File: src/rtl/cam_frame_capture.sv
// -----------------------------------------------------------------------------
// cam_frame_capture
//
// Captures frames from a parallel 8-bit camera (PCLK/VS/HS/DATA) running in an
// unrelated clock domain. All camera signals are resynchronised into i_clk and
// PCLK is treated as data (edge-detected), so no logic runs on the camera clock.
// Two consecutive bytes form one 16-bit sensor pixel (high byte first). The
// pixel is converted to RGB565, decimated by DECIM in both axes and presented
// with its output coordinates on a one-cycle o_valid strobe.
//
// Optional feature (macro CAM_CAPTURE_LINE_CHECK_EN): count bytes per line and
// raise a sticky o_line_err when a line does not carry exactly 2*H_ACTIVE
// bytes. Without the macro o_line_err is tied low.
//
// Ports
//   i_clk, i_n_reset      system clock (>= 4x PCLK), async active-low reset
//   i_start               arm a capture (honoured only in IDLE)
//   i_continuous          re-arm automatically after each frame
//   i_PCLK, i_VS, i_HS    camera timing, asynchronous to i_clk
//   i_DATA                camera byte
//   o_pixel_data          captured pixel, always RGB565
//   o_h_addr, o_v_addr    output pixel coordinates (sensor position / DECIM)
//   o_valid               one-cycle strobe qualifying data and addresses
//   o_frame_done          one-cycle pulse at the end of a captured frame
//   o_busy                state is not IDLE
//   o_state               one-hot state vector
//   o_line_err            sticky line-length error
// -----------------------------------------------------------------------------
module cam_frame_capture #(
    parameter  int DATA_WIDTH = 8,
    parameter  int H_ACTIVE   = 640,
    parameter  int V_ACTIVE   = 480,
    parameter  int DECIM      = 2,    // 1, 2 or 4
    parameter  int PXL_FMT    = 0,    // 0 = RGB565, 1 = RGB555, 2 = RGB444
    localparam int OH         = H_ACTIVE / DECIM,
    localparam int OV         = V_ACTIVE / DECIM
) (
    input  logic                      i_clk,
    input  logic                      i_n_reset,
    input  logic                      i_start,
    input  logic                      i_continuous,
    input  logic                      i_PCLK,
    input  logic                      i_VS,
    input  logic                      i_HS,
    input  logic [DATA_WIDTH-1:0]     i_DATA,
    output logic [15:0]               o_pixel_data,
    output logic [$clog2(OH):0]       o_h_addr,
    output logic [$clog2(OV):0]       o_v_addr,
    output logic                      o_valid,
    output logic                      o_frame_done,
    output logic                      o_busy,
    output logic [4:0]                o_state,
    output logic                      o_line_err
);

    localparam int HW = $clog2(OH) + 1;
    localparam int VW = $clog2(OV) + 1;
    // Sensor counters saturate at H_ACTIVE / V_ACTIVE so excess pixels and
    // lines can never wrap back into the kept window.
    localparam int CW = $clog2(H_ACTIVE + 1);
    localparam int LW = $clog2(V_ACTIVE + 1);
    localparam int SH = $clog2(DECIM);

    localparam logic [CW-1:0] H_LIM  = CW'(H_ACTIVE);
    localparam logic [LW-1:0] V_LIM  = LW'(V_ACTIVE);
    localparam logic [CW-1:0] C_MASK = CW'(DECIM - 1);
    localparam logic [LW-1:0] L_MASK = LW'(DECIM - 1);

    typedef enum logic [4:0] {
        IDLE         = 5'b00001,
        WAIT_VS_RISE = 5'b00010,
        WAIT_VS_FALL = 5'b00100,
        ACTIVE       = 5'b01000,
        FRAME_DONE   = 5'b10000
    } state_t;

    state_t state_q, state_d;

    // ---------------------------------------------------------------------
    // Synchronisers: control and data go through the same depth so the
    // byte seen in the PCLK-rise cycle is the one present at that PCLK edge.
    // Stage 3 of the control bits is the previous value for edge detection.
    // ---------------------------------------------------------------------
    logic [2:0]            ctl_s1_q, ctl_s2_q, ctl_s3_q;   // {pclk, vs, hs}
    logic [DATA_WIDTH-1:0] data_s1_q, data_s2_q;

    logic pclk_rise, vs_rise, vs_fall, hs_fall, hs_level;
    logic [7:0] cam_byte;

    assign pclk_rise = ctl_s2_q[2] & ~ctl_s3_q[2];
    assign vs_rise   = ctl_s2_q[1] & ~ctl_s3_q[1];
    assign vs_fall   = ~ctl_s2_q[1] & ctl_s3_q[1];
    assign hs_fall   = ~ctl_s2_q[0] & ctl_s3_q[0];
    assign hs_level  = ctl_s2_q[0];
    assign cam_byte  = 8'(data_s2_q);

    // Datapath state
    logic [CW-1:0] col_q, col_d;
    logic [LW-1:0] line_q, line_d;
    logic          phase_q, phase_d;      // 0: expecting high byte
    logic [7:0]    hi_q, hi_d;
    logic          valid_q, valid_d;
    logic [15:0]   pix_q, pix_d;
    logic [HW-1:0] h_q, h_d;
    logic [VW-1:0] v_q, v_d;

    logic start_frame, byte_stb, keep;

    assign start_frame = (state_q == WAIT_VS_FALL) && vs_fall;
    assign byte_stb    = (state_q == ACTIVE) && hs_level && pclk_rise && !hs_fall;
    assign keep        = (col_q < H_LIM) && (line_q < V_LIM)
                      && ((col_q & C_MASK) == '0) && ((line_q & L_MASK) == '0);

    function automatic logic [15:0] to_rgb565(input logic [15:0] w);
        logic [15:0] r;
        r = w;
        case (PXL_FMT)
            1:       r = {w[14:10], w[9:5], w[9], w[4:0]};
            2:       r = {w[11:8], w[11], w[7:4], w[7:6], w[3:0], w[3]};
            default: r = w;
        endcase
        return r;
    endfunction

    // ---------------------------------------------------------------------
    // Next-state logic
    // ---------------------------------------------------------------------
    always_comb begin
        state_d = state_q;
        unique case (state_q)
            IDLE:         if (i_start) state_d = WAIT_VS_RISE;
            WAIT_VS_RISE: if (vs_rise) state_d = WAIT_VS_FALL;
            WAIT_VS_FALL: if (vs_fall) state_d = ACTIVE;
            ACTIVE:       if (vs_rise) state_d = FRAME_DONE;
            FRAME_DONE:   state_d = i_continuous ? WAIT_VS_FALL : IDLE;
            default:      state_d = IDLE;
        endcase
    end

    // NOTE: every signal assigned here gets a default first, so no path can
    // leave it unassigned and infer a latch.
    always_comb begin
        col_d   = col_q;
        line_d  = line_q;
        phase_d = phase_q;
        hi_d    = hi_q;
        valid_d = 1'b0;
        pix_d   = pix_q;
        h_d     = h_q;
        v_d     = v_q;

        if (start_frame) begin
            col_d   = '0;
            line_d  = '0;
            phase_d = 1'b0;
        end else if (state_q == ACTIVE && hs_fall) begin
            // A dangling high byte is dropped by clearing the phase.
            phase_d = 1'b0;
            col_d   = '0;
            if (line_q != V_LIM) line_d = line_q + 1'b1;
        end else if (byte_stb) begin
            // Evaluated even when VS rises in the same cycle, so a pixel
            // completing alongside the frame end is still delivered.
            if (!phase_q) begin
                hi_d    = cam_byte;
                phase_d = 1'b1;
            end else begin
                phase_d = 1'b0;
                if (keep) begin
                    valid_d = 1'b1;
                    pix_d   = to_rgb565({hi_q, cam_byte});
                    h_d     = HW'(col_q >> SH);
                    v_d     = VW'(line_q >> SH);
                end
                if (col_q != H_LIM) col_d = col_q + 1'b1;
            end
        end
    end

    // ---------------------------------------------------------------------
    // Registers
    // ---------------------------------------------------------------------
    // NOTE: sequential state is updated only with non-blocking assignments so
    // every register samples the values from before the clock edge.
    always_ff @(posedge i_clk or negedge i_n_reset) begin
        if (!i_n_reset) begin
            state_q   <= IDLE;
            ctl_s1_q  <= '0;
            ctl_s2_q  <= '0;
            ctl_s3_q  <= '0;
            data_s1_q <= '0;
            data_s2_q <= '0;
            col_q     <= '0;
            line_q    <= '0;
            phase_q   <= 1'b0;
            hi_q      <= '0;
            valid_q   <= 1'b0;
            pix_q     <= '0;
            h_q       <= '0;
            v_q       <= '0;
        end else begin
            state_q   <= state_d;
            ctl_s1_q  <= {i_PCLK, i_VS, i_HS};
            ctl_s2_q  <= ctl_s1_q;
            ctl_s3_q  <= ctl_s2_q;
            data_s1_q <= i_DATA;
            data_s2_q <= data_s1_q;
            col_q     <= col_d;
            line_q    <= line_d;
            phase_q   <= phase_d;
            hi_q      <= hi_d;
            valid_q   <= valid_d;
            pix_q     <= pix_d;
            h_q       <= h_d;
            v_q       <= v_d;
        end
    end

    // ---------------------------------------------------------------------
    // Optional line-length checker
    // ---------------------------------------------------------------------
`ifdef CAM_CAPTURE_LINE_CHECK_EN
    localparam int BW = $clog2(2 * H_ACTIVE + 2);
    localparam logic [BW-1:0] B_FULL = BW'(2 * H_ACTIVE);
    localparam logic [BW-1:0] B_SAT  = BW'(2 * H_ACTIVE + 1);

    logic [BW-1:0] bcnt_q, bcnt_d;
    logic          lerr_q, lerr_d;

    always_comb begin
        bcnt_d = bcnt_q;
        lerr_d = lerr_q;
        if (start_frame) begin
            bcnt_d = '0;
            lerr_d = 1'b0;
        end else if (state_q == ACTIVE && hs_fall) begin
            bcnt_d = '0;
            if (bcnt_q != B_FULL) lerr_d = 1'b1;
        end else if (byte_stb && bcnt_q != B_SAT) begin
            bcnt_d = bcnt_q + 1'b1;
        end
    end

    always_ff @(posedge i_clk or negedge i_n_reset) begin
        if (!i_n_reset) begin
            bcnt_q <= '0;
            lerr_q <= 1'b0;
        end else begin
            bcnt_q <= bcnt_d;
            lerr_q <= lerr_d;
        end
    end

    assign o_line_err = lerr_q;
`else
    assign o_line_err = 1'b0;
`endif

    // ---------------------------------------------------------------------
    // Outputs
    // ---------------------------------------------------------------------
    assign o_pixel_data = pix_q;
    assign o_h_addr     = h_q;
    assign o_v_addr     = v_q;
    assign o_valid      = valid_q;
    assign o_frame_done = (state_q == FRAME_DONE);
    assign o_busy       = (state_q != IDLE);
    assign o_state      = state_q;

endmodule
File: config.mk
export PLATFORM = sky130hd
export DESIGN_NAME = cam_frame_capture
export DESIGN_NICKNAME = d
export VERILOG_FILES = /design/src/rtl/cam_frame_capture.sv
export SDC_FILE = /design/constraint.sdc
export NUM_CORES = 1
export LEC_CHECK = 0
export ABC_AREA = 1
export CAP_MARGIN = 20
export CORE_UTILIZATION = 45
export DETAILED_ROUTE_END_ITERATION = 7
export PLACE_DENSITY = 0.68
export SLEW_MARGIN = 20
export SYNTH_ARGS = -nofsm -noshare
export SYNTH_HDL_FRONTEND = slang
export SYNTH_SLANG_ARGS = --single-unit
File: constraint.sdc
create_clock -name i_clk -period 1.6 [get_ports i_clk]
set_input_delay 0.48 -clock i_clk [delete_from_list [all_inputs] [get_ports i_clk]]
set_output_delay 0.48 -clock i_clk [all_outputs]
set_load 0.05 [all_outputs]
Word-level counts from Yosys, hierarchy flattened
Index checks and enable logic that the tools add are counted.
{ "word_totals": {"reg_bits": 92, "out_inout_bits": 44, "word_cells": 85} }
{ "classes": {"addsub": 2, "n_lt_le_gt_ge": 2, "eq_ne": 12, "muxes": 23, "bitwise_logic": 11, "n_reduce_logical": 21} }
{ "op_table": {"columns": ["op", "n"], "rows": [
  ["2-to-1 mux 10 bit", 5],
  ["2-to-1 mux 9 bit", 3],
  ["one-hot mux 5 bit (5 select lines)", 1],
  ["2-to-1 mux 5 bit", 4],
  ["adder 10 x 1 -> 10 bit, second input constant", 1],
  ["zero test 10 bit", 1],
  ["less-than comparator 10 bit, second input constant", 1],
  ["inequality test 10 bit, second input constant", 1],
  ["adder 9 x 1 -> 9 bit, second input constant", 1],
  ["zero test 9 bit", 1],
  ["less-than comparator 9 bit, second input constant", 1],
  ["2-to-1 mux 1 bit", 9],
  ["inequality test 9 bit, second input constant", 1],
  ["nonzero test 3 bit", 3],
  ["logical AND 1 bit", 8],
  ["inequality test 2 bit, second input constant", 4],
  ["AND reduction 4 bit", 2],
  ["inverter 1 bit", 7],
  ["== test 5 x 1 -> 1 bit, second input constant", 1],
  ["== test 5 x 2 -> 1 bit, second input constant", 1],
  ["== test 5 x 3 -> 1 bit, second input constant", 1],
  ["== test 5 x 4 -> 1 bit, second input constant", 1],
  ["== test 5 bit, second input constant", 1],
  ["inequality test 5 x 1 -> 1 bit, second input constant", 1],
  ["other kinds (7)", 11]
]} }

Logic depth before layout (Yosys ltp)
{ "logic_depth": {"word_depth": 9, "ltp_mapped": 10, "ltp_nobuf": 10} }

Least setup slack after synthesis
Ideal clock, no wire load.
{ "synth_timing": {"kind": "reg2reg", "startpoint": "reg state_q[2], in the netlist o_state[2]", "endpoint": "reg state_q[2], in the netlist o_state[2]", "arrival_time_ns": 1.999, "required_time_ns": 1.481, "slack_ns": -0.518, "path_stages_with_launch": 9, "path_buffers": 0, "path_cell_list": "dfrtp_1 -> nor2_1 -> nand4_1 -> nor2_1 -> inv_1 -> nand2_1 -> nor2_1 -> nand2_1 -> nand2_1"} }
{ "synth_between": {"elab_chain_cells": 3, "elab_cells_between_ends": 11, "cone_classes": "eq/ne: 9; mux: 1; reduce/logical: 1"} }
{ "synth_lines": {"columns": ["element", "line_no", "rtl"], "rows": [
  ["start: declaration", "77", "state_t state_q, state_d;"],
  ["start signal: assignment", "202", "state_q <= state_d;"],
  ["== test 5 x 3 -> 1 bit (tied with other cells)", "130", "unique case (state_q)"],
  ["inequality test 2 bit (no source line)", null, null],
  ["AND reduction 4 bit (no source line)", null, null]
]} }
Several ways; a longest one is shown, not always the timed one.
A chain may end at the register's enable or synchronous reset.

Final worst setup path
{ "layout_timing": {"startpoint": "reg state_q[1], in the netlist o_state[1]", "endpoint": "reg pix_q[2], in the netlist o_pixel_data[2]"} }
{ "layout_between": {"elab_chain_cells": 5, "elab_cells_between_ends": 10, "cone_classes": "eq/ne: 2; bitwise: 2; reduce/logical: 6"} }
{ "layout_lines": {"columns": ["element", "line_no", "rtl"], "rows": [
  ["== test 5 x 4 -> 1 bit", "110, 156", null],
  ["logical AND 1 bit (3 in a row)", "110", "assign byte_stb = (state_q == ACTIVE) && hs_level && pclk_rise && !hs_fall;"],
  ["AND reduction 5 bit (no source line) (*)", null, null],
  ["end signal: assignment", "213", "pix_q <= pix_d;"],
  ["end: declaration", "103", "logic [15:0] pix_q, pix_d;"]
]} }
Mark *: on every way between the ends. The rest lies on a longest branch, timed or not.

==> impl_metrics.yaml <==
floorplanning:
  core_um2: 8299
  die_area_um2: 8997
  row_count: 33
  die_x_um: 94.86
  die_y_um: 94.86
  ios: 59
  initial_core_util_pct: 46.75
clocking:
  ctsLongestPathBuffers: 2
  cts_made_buffers: 9
  worstSkewPairLatency_ns: 0.36
  cts_hold_buf: 0
  clock_sinks: 92
  htree_num_levels: 3
  cts_root_buf: "clkbuf_8"
  clkTransAtPathRegs_ns: 0.11
  cts_tree: "yes"
timing:
  finalSetupViolCount: 65
  fmax_mhz: 531.8
  finalClockSkew_ns: 0.01669
  finalHoldViolations: 0
  drv_slew: 0
  rsz0062_at_grt: "yes"
  period_share_pct: 117.5
  fin_crit_ns: 1.880
  whs_ns: 0.02718
  timing.final.ws_setup_ns: -0.2804
synth:
  synth_area_leaders: "dfrtp_1 (59%), nand2_1 (12%), nand3_1 (4.6%), o21ai_0 (4.5%), inv_1 (4.5%)"
  yosysUniqueCellTypes: 29
  synth_edf_count: 0
  yosysTopAreaCell: "dfrtp_1"
  synth_area_um2: 3880
  synth-seq-cells: 92
  postSynth.asyncResetShare_pct: 100.0
  netlist.area_leader.share_pct: 58.69
  ys_warn_count: 0
  dominantRegCellSynth: "dfrtp_1"
  synth-seq-area-share_pct: 59.37
  syn_inst: 422
  syn_avg_cell_area_um2: 9.194
pwr:
  p_switching_w: 0.001676
  p_per_area_nw_per_um2: 907.0
  power_frac_comb_pct: 22.0
  power_frac_seq_pct: 48.5
  power_w: 0.005212
  swShare_pct: 32.16
  p_leak_nw: 2.754
  clockPowerShare_pct: 29.4
  internal-power_w: 0.003536
  ir_drop_uv: 800.8
global_routing:
  global_route.usage.total_pct: 19.95
  grt_pass1_vias: 2943
  grt_start_max_net_pins: 41
  antenna_found_initial: 0
  grt_pass1_wl_um: 13790
  gr-total-overflow: 0
min_path:
  hp-class: "in -> async"
setup_path:
  cp.arrival_ns: 2.12
  r2r_start: "o_state[1]"
  rrSetupSlack_ns: -0.28
  startpoint_type: "flop"
  crit_chain: "nor2_4 -> buf_4 -> nand3_4 -> nor2_4 -> buf_6 -> nand3_4 -> clkbuf_16 -> nand2_1 -> o21ai_0"
  critPathTopFamily: "simple AND/OR/NAND/NOR gates"
  crit_path_end_kind: "flop"
  slowest_stage: "dfrtp_2"
  crit_type: "reg -> reg"
  crit_path_max_fanout: 5
  reg2reg_depth: 9
  crit_buf_inv: 3
  cp.required_ns: 1.84
  cp_slowest_stage_delay_ns: 0.47
  rr_endpoint: "o_pixel_data[2]"
finish:
  final_common_cell: "nand2_1"
  drive_gt1_share_pct: 26.33
  layout.nets: 542
  area_growth_pct: 48.11
  final_cells: 633
  final_cell_mix: "nand2_1 (120), dfrtp_1 (87), buf_12 (45)"
  antenna_cells: 0
placement:
  place_ws_ns: -0.01701
  place_inst: 591
  dpl.hpwl_um: 5849
  gp_congestion: 0.8955
  port_buffers: 55
detailed_routing:
  ant_nets: 0
  wl_per_cell_um: 15.40
  dr.pass1.iters: 5
  viasPerCell: 5.193
  drt_iter0_markers: 224
  drc: 0
  wirelength_um: 9751
  vias: 3287
outcome:
  violations: "setup timing"
  status: "finished with violations"
flow_run:
  cap_violations: 0
[worst max path at each step]
stage                     startpoint               to  slack, ns  depth (start not counted)
after floorplan           o_state[0]       o_state[2]      -0.37                          7
after global placement    o_state[0]     o_frame_done      0.006                          4
after detailed placement  o_state[1]        line_q[1]      -0.02                          7
after CTS                 o_state[0]     o_frame_done      -0.30                          4
after global routing      o_state[0]  o_pixel_data[2]      -0.35                          7
final                     o_state[1]  o_pixel_data[2]      -0.28                          9
[power groups by stage]
stage               sequential [W]  combinational [W]  clock [W]
global route               0.00254            0.00121    0.00167
detailed placement         0.00258           0.000924          0
floorplan                  0.00269           0.000361          0
finish                     0.00253            0.00115    0.00153
global placement           0.00257           0.000904          0
CTS                        0.00252            0.00103    0.00157
[per-stage QoR]
| step | setup TNS, ns | util [%] | cell area, um^2 |
|---|---|---|---|
| 2_1_floorplan | -1.615 | - | 3902 |
| 3_3_place_gp | 0 | 61.27 | 5085 |
| 3_5_place_dp | -0.04734 | 61.27 | 5085 |
| 4_1_cts | -1.551 | 64.69 | 5369 |
| 5_1_grt | -15.92 | 69.24 | 5747 |
| 6_report | -11.43 | 69.24 | 5747 |
[timing repair]
item | in CTS | in global routing
resized for setup | 12 | 34
gates cloned | 0 | 11
endpoints found under the hold margin | 0 | 0
pin swaps | 3 | 3
setup buffers | 4 | 11
endpoints found under the setup margin | 12 | 67
[layout make-up]
cell class,instances,area [um^2]
timing repair buffer,100,1483
clock buffer,9,123.9
multi-input combinational,271,1420
clock inverter,7,78.83
fill,572,2552
inverter,49,197.7
tap,105,131.4
sequential,92,2312
[flip-flops by register name, summed over array words and instances, names as in the netlist, 5 cells and up]
name,cells
hi_q,8
o_h_addr,9
o_pixel_data,16
cam_byte,8
o_state,5
o_v_addr,8
col_q,10
data_s1_q,8
line_q,9
[synthesized netlist by cell type, types with 3 or more instances]
| cell | number |
|---|---|
| buf_4 | 4 |
| dfrtp_1 | 91 |
| nand4_1 | 9 |
| nor2_4 | 3 |
| nand3_1 | 36 |
| o21ai_0 | 35 |
| nor3_1 | 8 |
| nand2_1 | 123 |
| inv_1 | 46 |
| ha_1 | 4 |
| nor2_1 | 25 |
| clkbuf_1 | 4 |
| inv_2 | 3 |
| buf_2 | 3 |
| xor2_1 | 10 |
[cell families (layout without fill, tap and decap cells)]
| group | count (synthesis) | count (layout) | synth area share (%) |
|---|---|---|---|
| other | 1 | 3 | 0.09665 |
| xor gates and xnor gates | 10 | 10 | 2.257 |
| buffers and inverters | 62 | 165 | 6.869 |
| AOI/OAI and AO/OA | 43 | 43 | 5.966 |
| DFF | 92 | 92 | 59.37 |
| and+or+nand+nor | 210 | 211 | 24.15 |
| adders and majority gates | 4 | 4 | 1.290 |
[per-layer routing]
| layer | wire length (um) | GRT usage (%) |
|---|---|---|
| met5 | 0 | 0 |
| met4 | 172 | 5.682 |
| met3 | 436 | 3.865 |
| met2 | 4966 | 32.55 |
| met1 | 4175 | 27.14 |
Note: power is estimated with default switching activity, not from simulation.
